File: src/rtl/sqwave_meter_if.sv
// Result bundle of the square-wave meter: measured input plus m/n codes.
// master = meter side, slave = stimulus/consumer side.
interface sqwave_meter_if #(
  parameter int CNT_W = 4
);
  logic             in;
  logic [CNT_W-1:0] m_meas;
  logic [CNT_W-1:0] n_meas;
  logic             valid;
  logic             stuck;

  modport master (
    input  in,
    output m_meas,
    output n_meas,
    output valid,
    output stuck
  );

  modport slave (
    output in,
    input  m_meas,
    input  n_meas,
    input  valid,
    input  stuck
  );
endinterface

File: src/rtl/sqwave_meter.sv
// Measures high/low phases of a square wave in TICK_DIV-clock units.
// Ports: clk, rst_n (async low), bus (in -> m_meas/n_meas/valid/stuck).
module sqwave_meter #(
  parameter int TICK_DIV = 5,
  parameter int CNT_W    = 4
) (
  input logic           clk,
  input logic           rst_n,
  sqwave_meter_if.master bus
);
  localparam int PW = $clog2(TICK_DIV);
  localparam logic [PW-1:0] P_LAST = PW'(TICK_DIV - 1);
  localparam logic [PW:0] P_HALF = (PW+1)'(TICK_DIV / 2);
  localparam logic [PW:0] P_DIV = (PW+1)'(TICK_DIV);
  localparam logic [CNT_W-1:0] MAXC = '1;

  typedef enum logic [1:0] {
    IDLE,
    HIGH,
    LOW,
    STUCK
  } state_e;

  state_e state_q, state_d;

  logic in_s1_q, in_s1_d;
  logic in_s_q, in_s_d;
  logic in_d_q, in_d_d;
  logic [PW-1:0] presc_q, presc_d;
  logic [CNT_W:0] unit_q, unit_d;
  logic hi_ok_q, hi_ok_d;
  logic [CNT_W-1:0] hi_code_q, hi_code_d;
  logic [CNT_W-1:0] m_q, m_d;
  logic [CNT_W-1:0] n_q, n_d;
  logic valid_q, valid_d;
  logic stuck_q, stuck_d;

  logic edge_w;
  logic timeout;
  logic [PW:0] rnd_sum;
  logic rnd_up;
  logic [CNT_W+1:0] code_raw;
  logic [CNT_W-1:0] code;

  assign in_s1_d = bus.in;
  assign in_s_d  = in_s1_q;
  assign in_d_d  = in_s_q;
  assign edge_w  = in_s_q ^ in_d_q;
  // Unit counter freezes at 2^CNT_W, so its top bit is the timeout.
  assign timeout = unit_q[CNT_W];

  // Counters hold the raw phase length c (unit*DIV + presc);
  // rounding to nearest unit is applied only when a code is taken.
  always_comb begin
    rnd_sum  = {1'b0, presc_q} + P_HALF;
    rnd_up   = (rnd_sum >= P_DIV);
    code_raw = {1'b0, unit_q}
             + {{(CNT_W+1){1'b0}}, rnd_up};
    code     = (code_raw > {2'b00, MAXC})
             ? MAXC : code_raw[CNT_W-1:0];
  end

  // The edge cycle itself is the first clock of the new phase.
  always_comb begin
    presc_d = presc_q;
    unit_d  = unit_q;
    if (edge_w) begin
      presc_d = PW'(1);
      unit_d  = '0;
    end else if (!timeout) begin
      if (presc_q == P_LAST) begin
        presc_d = '0;
        unit_d  = unit_q + (CNT_W+1)'(1);
      end else begin
        presc_d = presc_q + PW'(1);
      end
    end
  end

  always_comb begin
    state_d   = state_q;
    hi_ok_d   = hi_ok_q;
    hi_code_d = hi_code_q;
    m_d       = m_q;
    n_d       = n_q;
    valid_d   = 1'b0;
    stuck_d   = stuck_q;
    unique case (state_q)
      IDLE: begin
        if (edge_w) begin
          state_d = in_s_q ? HIGH : LOW;
          hi_ok_d = 1'b0;
        end
      end
      HIGH, LOW: begin
        if (edge_w) begin
          if (state_q == HIGH) begin
            hi_code_d = code;
            hi_ok_d   = 1'b1;
            state_d   = LOW;
          end else begin
            if (hi_ok_q) begin
              m_d     = hi_code_q;
              n_d     = code;
              valid_d = 1'b1;
            end
            state_d = HIGH;
          end
        end else if (timeout) begin
          state_d = STUCK;
          valid_d = 1'b1;
          stuck_d = 1'b1;
          m_d     = in_s_q ? MAXC : '0;
          n_d     = in_s_q ? '0 : MAXC;
        end
      end
      STUCK: begin
        // The partial phase that ends here is never reported.
        if (edge_w) begin
          stuck_d = 1'b0;
          hi_ok_d = 1'b0;
          state_d = in_s_q ? HIGH : LOW;
        end
      end
      default: state_d = IDLE;
    endcase
  end

  always_ff @(posedge clk or negedge rst_n) begin
    if (!rst_n) begin
      state_q   <= IDLE;
      in_s1_q   <= 1'b0;
      in_s_q    <= 1'b0;
      in_d_q    <= 1'b0;
      presc_q   <= '0;
      unit_q    <= '0;
      hi_ok_q   <= 1'b0;
      hi_code_q <= '0;
      m_q       <= '0;
      n_q       <= '0;
      valid_q   <= 1'b0;
      stuck_q   <= 1'b0;
    end else begin
      state_q   <= state_d;
      in_s1_q   <= in_s1_d;
      in_s_q    <= in_s_d;
      in_d_q    <= in_d_d;
      presc_q   <= presc_d;
      unit_q    <= unit_d;
      hi_ok_q   <= hi_ok_d;
      hi_code_q <= hi_code_d;
      m_q       <= m_d;
      n_q       <= n_d;
      valid_q   <= valid_d;
      stuck_q   <= stuck_d;
    end
  end

  assign bus.m_meas = m_q;
  assign bus.n_meas = n_q;
  assign bus.valid  = valid_q;
  assign bus.stuck  = stuck_q;
endmodule

File: src/flat_wrapper.sv
// flat-port wrapper written by rule: the top's interface ports become plain ports
module sqwave_meter_flat 
#(
  parameter int TICK_DIV = 5,
  parameter int CNT_W    = 4
)
  (clk, rst_n, bus_in, bus_m_meas, bus_n_meas, bus_valid, bus_stuck);
  sqwave_meter_if #(.CNT_W(CNT_W)) bus_i ();
  input logic clk;
  input logic rst_n;
  input wire logic [$bits(bus_i.in)-1:0] bus_in;
  output wire logic [$bits(bus_i.m_meas)-1:0] bus_m_meas;
  output wire logic [$bits(bus_i.n_meas)-1:0] bus_n_meas;
  output wire logic [$bits(bus_i.valid)-1:0] bus_valid;
  output wire logic [$bits(bus_i.stuck)-1:0] bus_stuck;
  assign bus_i.in = bus_in;
  assign bus_m_meas = bus_i.m_meas;
  assign bus_n_meas = bus_i.n_meas;
  assign bus_valid = bus_i.valid;
  assign bus_stuck = bus_i.stuck;
  sqwave_meter #(.TICK_DIV(TICK_DIV), .CNT_W(CNT_W)) u_core (.clk(clk), .rst_n(rst_n), .bus(bus_i));
endmodule
File: config.mk
export PLATFORM = sky130hd
export DESIGN_NAME = sqwave_meter_flat
export DESIGN_NICKNAME = d
export VERILOG_FILES = /design/src/rtl/sqwave_meter_if.sv /design/src/rtl/sqwave_meter.sv /design/src/flat_wrapper.sv
export SDC_FILE = /design/constraint.sdc
export NUM_CORES = 1
export LEC_CHECK = 0
export ABC_CLOCK_PERIOD_IN_PS = 3160
export BUFFER_PORTS_ARGS = -buffer_cell sky130_fd_sc_hd__buf_2
export CAP_MARGIN = 10
export CORE_MARGIN = 2
export CORE_UTILIZATION = 58
export DETAILED_ROUTE_END_ITERATION = 10
export PLACE_DENSITY = 0.83
export SLEW_MARGIN = 40
export SYNTH_ARGS = -nofsm -noshare
export SYNTH_HDL_FRONTEND = slang
export SYNTH_SLANG_ARGS = --single-unit
export TNS_END_PERCENT = 20
File: constraint.sdc
create_clock -name clk -period 3.16 [get_ports clk]
set_input_delay 0.632 -clock clk [delete_from_list [all_inputs] [get_ports clk]]
set_output_delay 0.632 -clock clk [all_outputs]
set_load 0.02 [all_outputs]
# Word level (Yosys, flattened, before mapping)
# Cells that the tools add are included.
word_totals:
  regBits: 28
  inputBits: 3
  out_inout_bits: 10
  wordCells: 81
op_classes:
  addsub: 4
  order_cmp: 2
  eq_ne: 14
  mux: 35
  bitwise_logic: 1
  reduce_logical: 12
op_table:
  columns: ["op", "count"]
  rows:
  - ["4-bit 2-to-1 mux", 11]
  - ["5-bit 2-to-1 mux", 3]
  - ["2-bit by 1-bit inequality test with 1-bit output, second input constant", 6]
  - ["1-bit 2-to-1 mux", 10]
  - ["2-bit 2-to-1 mux", 5]
  - ["3-bit 2-to-1 mux", 3]
  - ["4-bit AND reduction", 2]
  - ["5-bit by 1-bit adder with 6-bit output", 1]
  - ["6-bit by 4-bit greater-than comparator with 1-bit output, second input constant", 1]
  - ["2-bit inequality test, second input constant", 3]
  - ["3-bit AND reduction", 2]
  - ["2-bit nonzero test", 3]
  - ["5-bit by 1-bit adder with 5-bit output, second input constant", 1]
  - ["3-bit by 2-bit adder with 4-bit output, second input constant", 1]
  - ["2-bit == test, second input constant", 2]
  - ["4-bit by 3-bit >= comparator with 1-bit output, second input constant", 1]
  - ["1-bit case mux with 2 select lines", 2]
  - ["2-bit case mux with 2 select lines", 1]
  - ["2-bit AND reduction", 2]
  - ["2-bit OR reduction", 2]
  - ["3-bit by 1-bit adder with 3-bit output, second input constant", 1]
  - ["3-bit == test, second input constant", 1]
  - ["3-bit by 1-bit inequality test with 1-bit output, second input constant", 1]
  - ["2-bit by 1-bit == test with 1-bit output, second input constant", 1]
  - ["2 further kinds", 2]

# Longest topological paths before layout
logic_depth:
  depth_word: 8
  ltp_mapped: 10

# Worst setup path before layout
# Ideal clock, no wire load.
synth_path:
  kind: "reg2reg"
  start: "reg u_core.presc_q[1]"
  end: "reg u_core.n_q[2] (netlist: u_core.bus.n_meas[2])"
  setup_ps: 122
  arrival_time_ps: 2094
  path_slack_ps: 944
  path_stages_with_launch: 10
  n_path_buf: 0
  synth_period_minus_slack_ps: 2216
  cell_sequence: "dfrtp_1 ha_1 nand2b_1 a21o_1 ha_1 ha_1 or3_1 o211ai_1 maj3_1 o21ai_1"
synth_between:
  elab_chain_len: 8
synth_rtl:
  columns: ["item", "line", "rtl"]
  rows:
  - ["from (decl)", "sqwave_meter.sv:29", "logic [PW-1:0] presc_q, presc_d;"]
  - ["from (signal assigned)", "sqwave_meter.sv:148", "presc_q <= presc_d;"]
  - ["3-bit by 2-bit adder with 4-bit output (*)", "sqwave_meter.sv:55", "rnd_sum = {1'b0, presc_q} + P_HALF;"]
  - ["4-bit by 3-bit >= comparator with 1-bit output (*)", "sqwave_meter.sv:56", "rnd_up = (rnd_sum >= P_DIV);"]
  - ["5-bit by 1-bit adder with 6-bit output (*)", "sqwave_meter.sv:58", "+ {{(CNT_W+1){1'b0}}, rnd_up};"]
  - ["6-bit by 4-bit greater-than comparator with 1-bit output", "sqwave_meter.sv:59", "code = (code_raw > {2'b00, MAXC})"]
  - ["4-bit 2-to-1 mux (*)", "sqwave_meter.sv:60", "? MAXC : code_raw[CNT_W-1:0];"]
  - ["4-bit 2-to-1 mux (*)", "sqwave_meter.sv:102", "if (hi_ok_q) begin"]
  - ["4-bit 2-to-1 mux (*)", "sqwave_meter.sv:97", "if (state_q == HIGH) begin"]
  - ["4-bit 2-to-1 mux (*)", "sqwave_meter.sv:96", "if (edge_w) begin"]
  - ["to (signal assigned)", "sqwave_meter.sv:153", "n_q <= n_d;"]
  - ["to (decl)", "sqwave_meter.sv:34", "logic [CNT_W-1:0] n_q, n_d;"]
# Every way passes the cells marked *; elsewhere a longest branch is shown, timed or not. The select of a mux whose other input is x is not followed.
# A chain may end at the register's enable or synchronous reset.

# Worst setup path in the final report
layout_path:
  start: "reg u_core.presc_q[1]"
  end: "reg u_core.n_q[1] (netlist: u_core.bus.n_meas[1])"
# Same word-level chain as after synthesis.

==> impl_metrics.py <==
metrics = {
    "hold_path": {
        "min-delay-path-class": "in2async",
    },
    "critical_path": {
        "required_ns": 3.40,
        "crit_type": "reg2reg",
        "critPathArrivalTime_ns": 2.69,
        "start_kind": "register",
        "endpoint_kind": "register",
        "r2r_slack_ns": 0.71,
        "crit_path_max_fanout": 5,
    },
    "sta": {
        "clock_skew_ns": 0.0155,
        "slew_headroom_pct": 56.0,
        "setup_tns_ns": 0,
        "layout_min_cycle_time_ns": 2.45,
        "slew_viol_final": 0,
        "fin_ws_ns": 0.713,
        "setup_viol": 0,
        "max_freq_ghz": 0.409,
        "worst_pin_slew_ns": 0.661,
        "hold_viol": 0,
        "rsz0062_at_grt": "no",
        "period_share_pct": 77.4,
        "whs_ns": 0.263,
    },
    "cts": {
        "cts-root-buf": "clkbuf_4",
        "cts_tree": "done",
        "cts_buffers": 3,
        "ctsLongestPathBuffers": 2,
        "postCtsHoldBufs": 0,
        "cts.sinks": 28,
        "ctsResizeCount": 0,
        "clk_pin_slew_ns": 0.16,
        "htreeDepth": 1,
        "clock_insertion_delay_worst_skew_ns": 0.35,
        "post_cts_buffers": 0,
    },
    "routing": {
        "drc": 0,
        "drtAntennaViolNets": 0,
        "dr.pass1.iters": 4,
        "wl_per_cell_um": 13.7,
        "drt_iter0_markers": 38,
        "vias": 1119,
        "routed_wl_mm": 2.69,
        "vias_per_cell": 5.71,
    },
    "cells_and_area": {
        "final_cell_mix": "dfrtp_1 (28), nand2_1 (22), nor2_1 (15)",
        "final_common_cell": "dfrtp_1",
        "antennaDiodeCount": 0,
        "fin_cells": 196,
        "area_growth_pct": 6.21,
        "drive_above_1_share_pct": 13.3,
        "nNetsFinal": 180,
    },
    "placement": {
        "hpwlAfterDp_mm": 1.85,
        "pre_cts_slack_ns": 0.759,
        "dpl.cell_count": 192,
        "routabilityCongestion": 0.775,
        "portBuffers": 12,
    },
    "synthesis": {
        "yosys_most_used_dff": "dfrtp_1",
        "async_flop_share_pct": 100,
        "yosys_warnings": 0,
        "avgSynthCellArea_um2": 9.69,
        "ys_ff_latch": 28,
        "syn_nets": 173,
        "synth_cells": 160,
        "seq_area_frac_synth_pct": 45.2,
        "synth_cell_type_count": 39,
        "syn_area_um2": 1550,
        "synth_edf_count": 0,
    },
    "grt": {
        "grt_max_degree": 29,
        "grt_overflow": 0,
        "antenna_found_initial": 0,
        "grt_pass1_vias": 1134,
        "grt_pass1_wl_mm": 4.73,
        "grt_use_total_pct": 19.0,
    },
    "floorplanning": {
        "num_rows": 18,
        "die_area_um2": 3100,
        "start_util_pct": 62.0,
        "boundaryPins": 13,
        "die_x_um": 55.7,
        "core_um2": 2500,
        "die_h_um": 55.7,
    },
    "power": {
        "leakage_nw": 0.777,
        "pwr_density_cell_nw_per_um2": 717,
        "ir_worst_vdd_mv": 0.453,
        "power_mw": 1.18,
    },
    "status": {
        "status": "completed",
    },
    "run": {
        "drv_cap": 0,
    },
}
-- power by group --
group          switching, mW  internal, mW  total (mW)
combinational          0.255         0.174       0.429
sequential            0.0642         0.445       0.510
clock                  0.113         0.129       0.241
total                  0.432         0.748        1.18
-- synth_stat cells, types with 2 or more instances --
master,instances,area share [%]
nand3b_1,2,0.97
nor2_1,15,3.6
dfrtp_1,28,45
inv_1,5,1.2
nand2b_1,4,1.6
o21ai_2,2,1.1
a311o_1,2,1.3
xor2_1,3,1.7
a31oi_1,4,1.6
nor2b_1,2,0.81
clkbuf_1,4,0.97
maj3_1,3,1.9
o21ai_0,10,3.2
buf_4,2,0.97
ha_1,10,8.1
nand2_1,22,5.3
o21ai_1,2,0.65
a21oi_1,9,2.9
buf_2,4,1.3
o31ai_1,7,3.4
mux2i_1,2,1.3
-- stage by stage --
stage	utilization (%)	instance area [µm²]
3_3_place_gp	63.8	1590
4_1_cts	65.9	1650
5_1_grt	65.9	1650
3_5_place_dp	63.8	1590
6_report	65.9	1650
2_1_floorplan	-	1550
-- cells by family after synthesis --
family                     after synthesis  synth area share (%)
AOI/OAI and AO/OA                       42                  17.4
xor gates and xnor gates                 5                  4.04
adders and majority gates               13                  10.0
buffers and inverters                   16                  5.17
DFF                                     28                  45.2
muxes                                    3                  2.26
and+or+nand+nor                         53                  16.0
-- worst paths after layout --
| path | startpoint | to | cells past startpoint |
|---|---|---|---|
| worst min register to register | u_core.in_s1_q | u_core.in_d_d | 0 |
| max in group asynchronous | rst_n | u_core.hi_code_q[1] | 1 |
| worst min-delay path | rst_n | u_core.presc_q[1] | 1 |
| worst max-delay path | u_core.presc_q[1] | u_core.bus.n_meas[1] | 9 |
| worst max register to register | u_core.presc_q[1] | u_core.bus.n_meas[1] | 9 |
| min in group clk | bus_in | u_core.in_s1_q | 1 |
-- worst max-delay path: stages (launching register included) --
cell and delay, ns:
dfrtp_1 0.46, ha_1 0.23, nand2b_1 0.15, a21o_1 0.18, ha_1 0.23, ha_1 0.32, nand2b_1 0.15, o31ai_1 0.31
maj3_1 0.26, o21ai_2 0.05
-- routing by layer --
layer	up-vias	global-route usage (%)	share of wire, %	wire [µm]
met5	-	0	0	0
met4	0	10.5	2.0	53
met3	5	3.02	2.2	60
met2	14	31.1	49	1310
met1	530	23.8	47	1270
li1	570	-	-	-
-- layout make-up --
class,count,area (µm²)
fillers,177,853
well taps,30,37.5
clock inverters,1,30.0
flip-flops and latches,28,701
clock buffers,3,22.5
inverters,5,18.8
repair buffers,13,67.6
multi-input cells,116,769
-- sequential cells by signal, summed over array words and instances, names as in the netlist --
register           cells
u_core.bus.n_meas      4
u_core.bus.m_meas      4
u_core.bus.stuck       1
u_core.state_q         2
u_core.hi_ok_q         1
u_core.in_d_d          1
u_core.in_s1_q         1
u_core.in_d_q          1
u_core.hi_code_q       4
u_core.presc_q         3
u_core.bus.valid       1
u_core.unit_q          5
No activity file was read; power rests on OpenSTA's default activity.
